===== config.mk =====
export PLATFORM = sky130hd
export DESIGN_NAME = mem_port_arbiter
export DESIGN_NICKNAME = d
export VERILOG_FILES = /design/src/rtl/mem_arb_pkg.sv /design/src/rtl/arb_rr2.sv /design/src/rtl/mem_port_arbiter.sv
export SDC_FILE = /design/constraint.sdc
export NUM_CORES = 1
export LEC_CHECK = 0
export CAP_MARGIN = 20
export CORE_ASPECT_RATIO = 1.75
export CORE_UTILIZATION = 26
export CTS_CLUSTER_DIAMETER = 30
export CTS_CLUSTER_SIZE = 8
export DETAILED_ROUTE_END_ITERATION = 6
export PLACE_DENSITY = 0.8
export SYNTH_ARGS = -nofsm -noshare
export SYNTH_HDL_FRONTEND = slang
export SYNTH_SLANG_ARGS = --single-unit

===== constraint.sdc =====
create_clock -name clk -period 1.4 [get_ports clk]
set_input_delay 0.14 -clock clk [delete_from_list [all_inputs] [get_ports clk]]
set_output_delay 0.14 -clock clk [all_outputs]
set_load 0.02 [all_outputs]

===== src/rtl/mem_arb_pkg.sv =====
// ============================================================================
//  Module   : mem_arb_pkg
//  Purpose  : Shared types and defaults for the two-port memory arbiter.
//  Revision : 1.0  initial release
// ============================================================================
`default_nettype none

package mem_arb_pkg;

  // Arbiter ownership states: free arbitration, or locked to one port
  typedef enum logic [1:0] {
    ARB  = 2'd0,
    OWN0 = 2'd1,
    OWN1 = 2'd2
  } arb_state_t;

  // Default memory geometry (8 entries of 8 bits)
  localparam int ADDR_W_DEF = 3;
  localparam int DATA_W_DEF = 8;

  // Requester index: 0 = host, 1 = sort engine
  typedef logic port_idx_t;

endpackage

`default_nettype wire


===== src/rtl/arb_rr2.sv =====
// ============================================================================
//  Module   : arb_rr2
//  Purpose  : Two-way round-robin picker. The mask limits which requests may
//             win; prio breaks ties when both masked requests are present.
//  Revision : 1.0  initial release
// ============================================================================
`default_nettype none

module arb_rr2
  import mem_arb_pkg::*;
(
  input  logic [1:0] req,
  input  port_idx_t  prio,
  input  logic [1:0] mask,
  output logic [1:0] gnt
);

  logic [1:0] eligible;

  assign eligible = req & mask;

  // One-hot (or zero) grant: a lone request wins, a tie goes to prio
  always_comb begin
    gnt = 2'b00;
    if (eligible == 2'b11) begin
      gnt = prio ? 2'b10 : 2'b01;
    end else begin
      gnt = eligible;
    end
  end

endmodule

`default_nettype wire


===== src/rtl/mem_port_arbiter.sv =====
// ============================================================================
//  Module   : mem_port_arbiter
//  Purpose  : Shares one register-file memory (registered 1-cycle read) between
//             a host port (0) and a sort-engine port (1), one access per cycle,
//             round-robin fair.
//  Options  : ARB_LOCK_EN - enables lock0/lock1 ownership holding for
//             read-modify-write, bounded by HOLD_MAX owned cycles.
//  Revision : 1.0  initial release
// ============================================================================
`default_nettype none

module mem_port_arbiter
  import mem_arb_pkg::*;
#(
  parameter int ADDR_W   = ADDR_W_DEF,
  parameter int DATA_W   = DATA_W_DEF,
  parameter int HOLD_MAX = 4
) (
  input  logic              clk,
  input  logic              nrst,
  input  logic              req0,
  input  logic              req1,
  input  logic              we0,
  input  logic              we1,
  input  logic [ADDR_W-1:0] addr0,
  input  logic [ADDR_W-1:0] addr1,
  input  logic [DATA_W-1:0] wdata0,
  input  logic [DATA_W-1:0] wdata1,
  input  logic              lock0,
  input  logic              lock1,
  output logic              gnt0,
  output logic              gnt1,
  output logic              rvalid0,
  output logic              rvalid1,
  output logic [DATA_W-1:0] rdata0,
  output logic [DATA_W-1:0] rdata1,
  output logic              mem_rd,
  output logic              mem_wr,
  output logic [ADDR_W-1:0] mem_rdaddr,
  output logic [ADDR_W-1:0] mem_wraddr,
  output logic [DATA_W-1:0] mem_in,
  input  logic [DATA_W-1:0] mem_out
);

  logic [1:0]        mask;
  logic [1:0]        pick;
  logic [1:0]        gnt;
  port_idx_t         prio;
  logic              sel_we;
  logic [ADDR_W-1:0] sel_addr;
  logic [DATA_W-1:0] sel_wdata;
  logic              any_gnt;

`ifdef ARB_LOCK_EN
  localparam int HOLD_CNT_W = $clog2(HOLD_MAX + 1);

  arb_state_t            state;
  logic [HOLD_CNT_W-1:0] hold_cnt;
  logic                  hold_done;

  assign hold_done = (hold_cnt == HOLD_CNT_W'(HOLD_MAX));

  // While locked only the owning port is eligible
  always_comb begin
    mask = 2'b11;
    case (state)
      OWN0:    mask = 2'b01;
      OWN1:    mask = 2'b10;
      default: mask = 2'b11;
    endcase
  end
`else
  // Lock inputs have no effect when locking is not built in
  logic unused_lock;
  assign unused_lock = lock0 ^ lock1;
  assign mask        = 2'b11;
`endif

  arb_rr2 u_pick (
    .req  ({req1, req0}),
    .prio (prio),
    .mask (mask),
    .gnt  (pick)
  );

  // No grant is issued while reset is asserted
  assign gnt     = nrst ? pick : 2'b00;
  assign gnt0    = gnt[0];
  assign gnt1    = gnt[1];
  assign any_gnt = gnt[0] | gnt[1];

  // Memory mux: route the granted port's command; idle cycles drive zeros
  always_comb begin
    sel_we     = gnt[1] ? we1    : we0;
    sel_addr   = gnt[1] ? addr1  : addr0;
    sel_wdata  = gnt[1] ? wdata1 : wdata0;
    mem_rd     = any_gnt & ~sel_we;
    mem_wr     = any_gnt &  sel_we;
    mem_rdaddr = mem_rd ? sel_addr  : '0;
    mem_wraddr = mem_wr ? sel_addr  : '0;
    mem_in     = mem_wr ? sel_wdata : '0;
  end

  // Both ports see the memory output; each qualifies it with its own rvalid
  assign rdata0 = mem_out;
  assign rdata1 = mem_out;

  // Read-valid pipeline: one cycle after each accepted read, never blocked
  always_ff @(posedge clk) begin
    if (!nrst) begin
      rvalid0 <= 1'b0;
      rvalid1 <= 1'b0;
    end else begin
      rvalid0 <= gnt[0] & ~we0;
      rvalid1 <= gnt[1] & ~we1;
    end
  end

`ifdef ARB_LOCK_EN
  // Ownership FSM with fairness pointer and bounded lock hold counter
  always_ff @(posedge clk) begin
    if (!nrst) begin
      state    <= ARB;
      prio     <= 1'b0;
      hold_cnt <= '0;
    end else begin
      if (any_gnt) begin
        prio <= gnt[0] ? 1'b1 : 1'b0;
      end
      case (state)
        ARB: begin
          if (gnt[0] && lock0) begin
            state    <= OWN0;
            hold_cnt <= HOLD_CNT_W'(1);
          end else if (gnt[1] && lock1) begin
            state    <= OWN1;
            hold_cnt <= HOLD_CNT_W'(1);
          end
        end
        OWN0: begin
          if (hold_done || (gnt[0] && !lock0)) begin
            state    <= ARB;
            prio     <= 1'b1;
            hold_cnt <= '0;
          end else if (!req0 && !lock0) begin
            state    <= ARB;
            hold_cnt <= '0;
          end else begin
            hold_cnt <= hold_cnt + HOLD_CNT_W'(1);
          end
        end
        OWN1: begin
          if (hold_done || (gnt[1] && !lock1)) begin
            state    <= ARB;
            prio     <= 1'b0;
            hold_cnt <= '0;
          end else if (!req1 && !lock1) begin
            state    <= ARB;
            hold_cnt <= '0;
          end else begin
            hold_cnt <= hold_cnt + HOLD_CNT_W'(1);
          end
        end
        default: begin
          state    <= ARB;
          hold_cnt <= '0;
        end
      endcase
    end
  end
`else
  // Pure round-robin: priority passes to the other port after each access
  always_ff @(posedge clk) begin
    if (!nrst) begin
      prio <= 1'b0;
    end else if (any_gnt) begin
      prio <= gnt[0] ? 1'b1 : 1'b0;
    end
  end
`endif

endmodule

`default_nettype wire

# After elaboration in Yosys (flattened, before gate mapping)
# Index checks and enable logic that the tools add are counted.
# classes
n_eq_ne	1
muxes	10
bitwise_logic	8
# ops
operator	n
two-way mux 8 bit	2
two-way mux 3 bit	3
two-way mux 2 bit	3
AND 1 bit	4
inverter 1 bit	3
equality test 2 bit (second input constant)	1
two-way mux 1 bit	2
OR 1 bit	1
# totals
regBits	3
input_bits	38
output_inout_bits	36
word_cells	22

# Depth between registers and ports, before layout
# Gate-level depths: netlist of the first run.
# depth
word_depth	7
depth_mapped	4
depth_no_buf	3

# Modules after synthesis
# From an unflattened synthesis of the first run, not the netlist that was laid out.
# hier_totals
cells_unflattened	65
area_unflattened_um2	515.5
# modules_own_cells
module	n_inst	cells_each	area_per_inst_um2	seq_area_each_um2
mem_port_arbiter	1	62	495.5	60.1
arb_rr2	1	3	20.0	0.0

# Worst setup path before layout of the first run
# No wires, ideal clock.
# synth_timing
path_type	reg2out
from	reg prio
to	out mem_wraddr[2]
t_arrival_ps	1324
t_required_ps	1260
setup_slack_ps	-64
path_stages_with_launch	5
cell_sequence	dfxtp_1 nand2b_4 buf_6 nand3_1 a211oi_1
# synth_between
elab_chain_cells	6
elab_cells_between_ends	8
# synth_rtl
element	line	text
start: declaration	mem_port_arbiter.sv:48	port_idx_t prio;
start signal: assignment	mem_port_arbiter.sv:177	prio <= gnt[0] ? 1'b1 : 1'b0;
two-way mux 2 bit (*)	arb_rr2.sv:26	gnt = prio ? 2'b10 : 2'b01;
two-way mux 2 bit (*)	arb_rr2.sv:25	if (eligible == 2'b11) begin
two-way mux 2 bit (*)	mem_port_arbiter.sv:87	assign gnt = nrst ? pick : 2'b00;
OR 1 bit / two-way mux 1 bit (equally long branches)	mem_port_arbiter.sv:90, mem_port_arbiter.sv:94	
AND 1 bit	mem_port_arbiter.sv:98	mem_wr = any_gnt & sel_we;
two-way mux 3 bit (*)	mem_port_arbiter.sv:100	mem_wraddr = mem_wr ? sel_addr : '0;
end: declaration	mem_port_arbiter.sv:40	output logic [ADDR_W-1:0] mem_wraddr,
# Mark *: on every way between the ends. The rest lies on a longest branch, timed or not.

# Worst setup path in the final report of the first run
# layout_timing
from	reg prio
to	out mem_in[0]
# layout_between
elab_chain_cells	6
elab_cells_between_ends	8
# layout_rtl
element	line	text
two-way mux 2 bit (*)	arb_rr2.sv:26	
two-way mux 2 bit (*)	arb_rr2.sv:25	
two-way mux 2 bit (*)	mem_port_arbiter.sv:87	
OR 1 bit / two-way mux 1 bit (equally long branches)	mem_port_arbiter.sv:90, mem_port_arbiter.sv:94	
AND 1 bit	mem_port_arbiter.sv:98	
two-way mux 8 bit (*)	mem_port_arbiter.sv:101	mem_in = mem_wr ? sel_wdata : '0;
end: declaration	mem_port_arbiter.sv:41	output logic [DATA_W-1:0] mem_in,
# Marked as above.

==> impl_metrics.tcl, run 1 <==
set metrics [dict create \
    status "finished, violations left" \
    failed_checks "setup timing" \
    grt_start_max_net_pins 13 \
    antenna_left 0 \
    fmax_mhz 641 \
    synthDistinctLibCells 24 \
    clk_latency_ps 210 \
    slew_viol_final 0 \
    h-tree-depth 1 \
    hold_viol 0 \
    drtPass1Iterations 4 \
    synthTopCellsByArea "buf_4, a211oi_2, dfxtp_1, nand3_1, o21ai_0" \
    dieArea_mm2 0.00257 \
    dr_total_vias 738 \
    arrival_ps 1420 \
    drive_above_1_share_pct 50.8 \
    critPathMaxFanout 6 \
    ir_drop_mv 0.684 \
    clock-sinks 3 \
    drv_cap 0 \
    regArea_um2 63.8 \
    yosysWarnings 0 \
    drtIter0Drc 8 \
    first_global_vias 793 \
    grt_pass1_wl_um 3390 \
    initial_core_util_pct 27.1 \
    hold_path_class "input pin to output pin" \
    cts_buffer_depth 2 \
    hpwlAfterDp_um 1620 \
    placed_cell_area_mm2 0.00107 \
    critPathLaunchType "flip-flop" \
    clkSlewWorstSetupHoldPaths_ps 30 \
    powerDensity_mw_per_mm2 587 \
    finClkSkew_ps 0.428 \
    antennaDiodeCount 0 \
    wl_um 2140 \
    critical_path_class "flip-flop to output pin" \
    required_ps 1260 \
    overflow 0 \
    ios 74 \
    ys_seq_area_share_pct 9.76 \
    viasPerCell 4.95 \
    tightest_slew_ps 253 \
    yosysTopAreaCell "buf_4" \
    layout.nets 163 \
    area_growth_pct 93.3 \
    reg2reg_from "prio$_SDFFE_PN0P_" \
    cts_buffers 3 \
    rsz0062_at_grt "yes" \
    holdBufCountCts 0 \
    syn-cell-area_um2 616 \
    p_leak_nw 0.484 \
    worstHoldStart "mem_out[7]" \
    dieHeight_um 66.4 \
    n_fill_cell 220 \
    syn_inst 78 \
    slew_headroom_pct 83.1 \
    grt_usage_pct 17.8 \
    design_area_mm2 0.00119 \
    io_buffers 47 \
    fin_ws_ps -159 \
    placed_cells 142 \
    post_drt_wl_per_cell_um 14.4 \
    final.min_clock_period_ps 1560 \
    cts-root-buf "clkbuf_8" \
    rows 23 \
    drc 0 \
    syn-num-nets 116 \
    synth_top_area_share_pct 22.0 \
    cts_tree "done" \
    cp-startpoint "prio$_SDFFE_PN0P_" \
    fin_crit_sh_pct 111 \
    antenna_found_initial 0 \
    multiInputGateArea_um2 467 \
    place_congestion 0.712 \
    avgSynthCellArea_um2 7.89 \
    synth-seq-cells 3 \
    mostFrequentLayoutCells "clkdlybuf4s50_1, buf_4, a211oi_2, nand3_1, o21ai_0" \
    final_cells 149 \
    endpoint_kind "output pin" \
    setup_viol 16 \
    layout_commonest_cell "clkdlybuf4s50_1" \
    core-area_mm2 0.00227 \
    die_x_um 38.8 \
]
==> what timing repair did <==
action	in CTS	in global routing
buffers inserted	1	1
gates cloned	1	0
setup endpoints to repair	18	17
resized for setup	107	3
pin swaps	5	1
==> kinds of logic (layout without fill, tap and decap cells) <==
logic type	Yosys count	count (layout)	synth area share [%]
compound gates	29	29	39.4
flops	3	3	9.76
simple gates	21	22	21.1
buf+inv	25	70	29.7
==> final timing paths <==
kind / slack, ps / cells past startpoint / end
worst max-delay path: -160 / 5 / mem_in[0]
worst min-delay path: 280 / 0 / rdata0[7]
worst max register to register: 200 / 5 / rvalid0$_SDFF_PN0_
worst min register to register: 560 / 1 / prio$_SDFFE_PN0P_
==> per-stage QoR <==
stage          hold WS (ps)  TNS, ps  worst slack [ps]  total power, W  util (%)
4_1_cts                 280    -2240              -168        0.000707      52.1
3_3_place_gp            280   -11610              -703        0.000419      47.2
5_1_grt                 280    -3370              -232        0.000741      52.3
2_1_floorplan           233        0              8.99        0.000312         -
3_5_place_dp            280   -12360              -778        0.000426      47.2
6_report                280    -2250              -159        0.000699      52.3
==> per-layer routing <==
layer	track usage, %	share of wire (%)
met5	0	0
met1	18.5	35
met2	33.5	53
met3	4.38	12
met4	3.88	0.56
==> critical path, stage by stage (launching register included) <==
cell and delay (ps):
dfxtp_4 400, nand2b_4 190, a32oi_4 130, buf_6 160, a211oi_2 150, buf_4 170
==> power by group <==
| part | switching, W | internal (W) | leakage, nW |
|---|---|---|---|
| Combinational | 0.000165 | 0.000188 | 0.436 |
| Sequential | 0.00000804 | 0.0000906 | 0.0253 |
| Clock | 0.0000528 | 0.000194 | 0.0228 |
==> registers in the layout, summed over array words and instances (netlist names) <==
| name | flops |
|---|---|
| prio | 1 |
| rvalid0 | 1 |
| rvalid1 | 1 |
==> synthesized netlist by cell type <==
cell type,instances
a211oi_1,2
a211oi_2,9
a21boi_1,1
a21oi_1,1
a22oi_1,3
a32oi_2,1
and2_1,1
and2_2,1
buf_4,18
buf_6,2
clkbuf_2,1
dfxtp_1,3
dlygate4sd1_1,1
inv_1,3
nand2_1,2
nand2b_4,1
nand3_1,11
nand3b_1,1
nor2_1,2
nor2b_4,1
o21ai_0,10
o21ai_1,1
o21ai_2,1
or3_4,1
==> layout make-up <==
class                   instances  area share, %
flip-flops and latches          3           5.36
well taps                      25           2.63
inverters                       3          0.946
repair buffers                 63           48.1
clock buffers                   4           3.79
multi-input cells              51           39.2
Power figures use the tool's default switching activity.
==> run 2, diff against run 1 <==
--- a/config.mk
+++ b/config.mk
@@ -7,6 +7,7 @@
 export LEC_CHECK = 0
 export CAP_MARGIN = 20
 export CORE_ASPECT_RATIO = 1.75
+export CORE_MARGIN = 2
 export CORE_UTILIZATION = 26
 export CTS_CLUSTER_DIAMETER = 30
 export CTS_CLUSTER_SIZE = 8
==> run 2 against run 1 <==
- the run still ends with setup timing left
- combinational power rose by 5%
- sequential power barely moved
- clock power rose by 2%
- flip-flop and latch count did not move
- worst setup slack got worse by 53 ps
- utilization rose by 1.2 points
- critical path type unchanged
- largest power group unchanged
- highest routed layer unchanged
==> impl_metrics.tcl, run 2 (same netlist as run 1, synthesis figures left out) <==
set metrics [dict create \
    worstHoldStart "mem_out[3]" \
    mostFrequentLayoutCells "clkdlybuf4s50_1, buf_4, a211oi_2, nand3_1, o21ai_0" \
    p_leak_nw 0.491 \
    fmax_mhz 621 \
    overflow 0 \
    status "finished, violations left" \
    r2r_end "rvalid0$_SDFF_PN0_" \
    fin_util_pct 53.5 \
    drtIter0Drc 27 \
    io_buffers 47 \
    antennaDiodeCount 0 \
    h-tree-depth 1 \
    tightest_slew_ps 313 \
    drive_above_1_share_pct 53.2 \
    cp-startpoint "prio$_SDFFE_PN0P_" \
    clkSlewWorstSetupHoldPaths_ps 30 \
    powerDensity_mw_per_mm2 593 \
    failed_checks "setup timing" \
    grt_start_max_net_pins 13 \
    initial_core_util_pct 27.1 \
    holdBufCountCts 0 \
    die_x_um 40.8 \
    hold_path_class "input pin to output pin" \
    clk_latency_ps 210 \
    cp.depth 5 \
    grt_pass1_wl_um 3490 \
    first_global_vias 798 \
    final.min_clock_period_ps 1610 \
    rsz0062_at_grt "yes" \
    cts_buffers 3 \
    dieHeight_um 68.4 \
    slowest_stage "dfxtp_4" \
    clock-sinks 3 \
    drv_cap 0 \
    fin_ws_ps -211 \
    core-area_mm2 0.00227 \
    slew_headroom_pct 79.0 \
    drc 0 \
    cp_slowest_stage_delay_ps 400 \
    layout.nets 163 \
    hpwlAfterDp_um 1640 \
    layout_commonest_cell "clkdlybuf4s50_1" \
    top_regs "prio: 1 flops, rvalid0: 1 flops, rvalid1: 1 flops" \
    cp_top_family "flip-flops" \
    hold-path-endpoint "rdata0[3]" \
    critPathMaxFanout 6 \
    antenna_left 0 \
    cp_num_buf_inv 2 \
    hold_viol 0 \
    post_drt_wl_per_cell_um 15.9 \
    cts-root-buf "clkbuf_8" \
    drtPass1Iterations 4 \
    endpoint_kind "output pin" \
    arrival_ps 1470 \
    r2r_cells 4 \
    regToRegSetupSlack_ps 290 \
    rows 23 \
    critical_path_class "flip-flop to output pin" \
    wl_um 2360 \
    finClkSkew_ps 2.38 \
    ir_drop_mv 0.514 \
    cts_buffer_depth 2 \
    area_growth_pct 97.6 \
    viasPerCell 5.19 \
    fin_crit_sh_pct 115 \
    cts_tree "done" \
    n_fill_cell 216 \
    hold_depth 0 \
    setup_viol 16 \
    tns_ps -2470 \
    cp_cell_sequence "nand2b_4 -> a32oi_4 -> buf_6 -> a211oi_2 -> buf_4" \
    grt_usage_pct 17.8 \
    dieArea_mm2 0.00279 \
    reg2reg_from "prio$_SDFFE_PN0P_" \
    critPathLaunchType "flip-flop" \
    slew_viol_final 0 \
    place_congestion 0.725 \
    ios 74 \
    whs_ps 280 \
    required_ps 1260 \
    dr_total_vias 773 \
    antenna_found_initial 0 \
]
==> run 2: power breakdown <==
group          total [W]  switching [W]  internal, W
registers      0.0000987     0.00000807    0.0000906
logic           0.000370       0.000172     0.000198
clock network   0.000252      0.0000576     0.000194
==> run 2: final cells by class <==
type                    instances  area [um^2]  area share, %
clock buffers                   4         45.0           3.70
well taps                      25         31.3           2.57
inverters                       3         11.3          0.926
multi-input cells              51          469           38.6
flip-flops and latches          3         63.8           5.25
repair buffers                 63          596           49.0
==> run 2: layer usage <==
metal | GRT usage, % | vias up | wire, um
met5 | 0 | - | 0
met4 | 7.50 | 0 | 31
met3 | 2.92 | 8 | 270
met2 | 32.2 | 60 | 1210
met1 | 18.4 | 344 | 850
li1 | - | 361 | -
==> run 2: timing repair <==
| item | 4_1_cts | 5_1_grt |
|---|---|---|
| endpoints found under the setup margin | 18 | 18 |
| pin swaps | 6 | 4 |
| gates resized for setup | 108 | 7 |
| cloned | 1 | 0 |
| setup buffers | 1 | 1 |
==> run 2: worst max path at each step <==
stage	endpoint
after detailed placement	mem_wraddr[0]
after global routing	mem_wraddr[1]
after CTS	mem_in[1]
final	mem_wraddr[1]
after global placement	mem_wraddr[0]
after floorplan	mem_rdaddr[2]
==> run 2: per-stage QoR <==
step / cell area (um^2) / setup slack, ps / instances / total power, W
global route: 1220 / -266 / 149 / 0.000754
finish: 1220 / -211 / 149 / 0.000721
CTS: 1200 / -168 / 148 / 0.000718
floorplan: 626 / 8.99 / 78 / 0.000312
detailed placement: 1100 / -798 / 142 / 0.000435
global placement: 1100 / -726 / 142 / 0.000429
==> run 3, diff against run 2 <==
--- a/config.mk
+++ b/config.mk
@@ -8,11 +8,13 @@
 export CAP_MARGIN = 20
 export CORE_ASPECT_RATIO = 1.75
 export CORE_MARGIN = 2
-export CORE_UTILIZATION = 26
+export CORE_UTILIZATION = 27
+export CTS_BUF_LIST = sky130_fd_sc_hd__clkbuf_4
 export CTS_CLUSTER_DIAMETER = 30
 export CTS_CLUSTER_SIZE = 8
 export DETAILED_ROUTE_END_ITERATION = 6
-export PLACE_DENSITY = 0.8
+export PLACE_DENSITY = 0.83
+export REMOVE_ABC_BUFFERS = 1
 export SYNTH_ARGS = -nofsm -noshare
 export SYNTH_HDL_FRONTEND = slang
 export SYNTH_SLANG_ARGS = --single-unit
==> run 3 against run 2 <==
- the flow still finishes with violations (setup timing)
- flip-flop and latch count is the same
- sequential share of layout area is essentially flat
- sequential power shrank 2%
- critical path type unchanged
- critical endpoint is now mem_in[6]
- highest routed layer unchanged
==> impl_metrics.tcl, run 3 (same netlist as run 1, synthesis figures left out) <==
set metrics [dict create \
    setup_viol 16 \
    ios 74 \
    clk_latency_ps 220 \
    critical_path_class "flip-flop to output pin" \
    place_congestion 0.731 \
    finClkSkew_ps 0.111 \
    dieArea_mm2 0.00269 \
    critPathMaxFanout 7 \
    cts_tree "done" \
    post_drt_wl_per_cell_um 16.2 \
    final_cells 155 \
    io_buffers 47 \
    grt_usage_pct 19.2 \
    whs_ps 280 \
    final.min_clock_period_ps 1660 \
    grt_use_met3_pct 10.9 \
    critPathLaunchType "flip-flop" \
    grt_util_met2_pct 33.9 \
    cts-root-buf "clkbuf_4" \
    rows 22 \
    dr_total_vias 801 \
    mostFrequentLayoutCells "buf_4, clkdlybuf4s50_1, a211oi_2, nand3_1" \
    hpwlAfterDp_um 1680 \
    clock-sinks 3 \
    drc 0 \
    comb_power_share_pct 59.1 \
    grt_use_met1_pct 16.9 \
    powerDensity_mw_per_mm2 526 \
    netSwitchingPower_w 0.000221 \
    dieHeight_um 67.2 \
    overflow 0 \
    p_leak_nw 0.508 \
    die_x_um 40.1 \
    required_ps 1260 \
    pwr-share-clk_pct 25.9 \
    multiInputGateArea_um2 468 \
    hold_viol 0 \
    first_global_vias 845 \
    antenna_found_initial 0 \
    drive_above_1_share_pct 55.7 \
    fmax_mhz 602 \
    fin_util_pct 57.9 \
    clkSlewWorstSetupHoldPaths_ps 40 \
    tightest_slew_ps 287 \
    core-area_mm2 0.00212 \
    h-tree-depth 1 \
    hold_path_class "input pin to output pin" \
    slew_viol_final 0 \
    endpoint_kind "output pin" \
    failed_checks "setup timing" \
    fin_ws_ps -262 \
    initial_core_util_pct 29.0 \
    p_seq_share_pct 15.0 \
    regArea_um2 63.8 \
    slew_headroom_pct 80.7 \
    drv_cap 0 \
    regToRegSetupSlack_ps 140 \
    grt_start_max_net_pins 13 \
    rsz0062_at_grt "yes" \
    antenna_left 0 \
    cts_buffer_depth 2 \
    n_fill_cell 206 \
    wl_um 2510 \
    drtIter0Drc 5 \
    ir_drop_mv 0.587 \
    area_growth_pct 99.4 \
    top_regs "prio: 1 flops, rvalid0: 1 flops, rvalid1: 1 flops" \
    layout.nets 170 \
    switching_share_pct 34.2 \
    arrival_ps 1520 \
    viasPerCell 5.17 \
    antennaDiodeCount 0 \
    grt_pass1_wl_um 3680 \
    fin_crit_sh_pct 119 \
    grt-busiest-layer "met2" \
    placed_cells 141 \
    drtPass1Iterations 4 \
    status "finished, violations left" \
    holdBufCountCts 0 \
    p_int_w 0.000425 \
    layout_commonest_cell "buf_4" \
    cts_buffers 3 \
]
-- run 3: cell type report --
| type | count | area share, % |
|---|---|---|
| Timing Repair Buffer | 70 | 50.9 |
| Tap cell | 24 | 2.45 |
| Multi-Input combinational cell | 51 | 38.1 |
| Sequential cell | 3 | 5.20 |
| Clock buffer | 4 | 2.45 |
| Inverter | 3 | 0.917 |
-- run 3: power groups by stage --
stage	registers, W	clock network (W)	logic [W]
2_1_floorplan	0.0000983	0	0.000125
3_3_place_gp	0.0000957	0	0.000311
3_5_place_dp	0.0000963	0	0.000315
4_1_cts	0.0000966	0.000172	0.000364
5_1_grt	0.0000974	0.000183	0.000407
6_report	0.0000968	0.000167	0.000381
-- run 3: per-stage QoR --
stage | total power [W] | worst slack (ps) | setup TNS (ps) | area (um^2)
after floorplan | 0.000223 | -226 | -832 | 444
after global placement | 0.000407 | -753 | -12390 | 1050
after detailed placement | 0.000411 | -818 | -13300 | 1050
after CTS | 0.000633 | -218 | -2710 | 1190
after global routing | 0.000687 | -341 | -4050 | 1230
final | 0.000645 | -262 | -2830 | 1230
-- run 3: worst paths after layout --
| check | endpoint | cells after the start | start |
|---|---|---|---|
| worst min-delay path | rdata0[0] | 0 | mem_out[0] |
| worst max-delay path | mem_in[6] | 5 | prio$_SDFFE_PN0P_ |
| worst min register to register | prio$_SDFFE_PN0P_ | 1 | prio$_SDFFE_PN0P_ |
| worst max register to register | rvalid0$_SDFF_PN0_ | 5 | prio$_SDFFE_PN0P_ |
-- run 3: what timing repair did --
item                       CTS  global route
setup buffers                7             2
resized for setup          109            10
hold endpoints to repair     0             0
setup endpoints to repair   18            18
cloned                       1             0
pin swaps                    8             3
-- run 3: worst max-delay path, cell delays in order (launching register included) --
cell      delay [ps]
dfxtp_4          360
buf_4            140
nor2b_4          190
o21ai_1          160
a211oi_4         260
buf_4            170
-- run 3: routing by layer --
| metal | share of wire (%) | vias up |
|---|---|---|
| met5 | 0 | - |
| met4 | 1.1 | 0 |
| met1 | 30 | 346 |
| li1 | - | 377 |
| met2 | 54 | 74 |
| met3 | 15 | 4 |
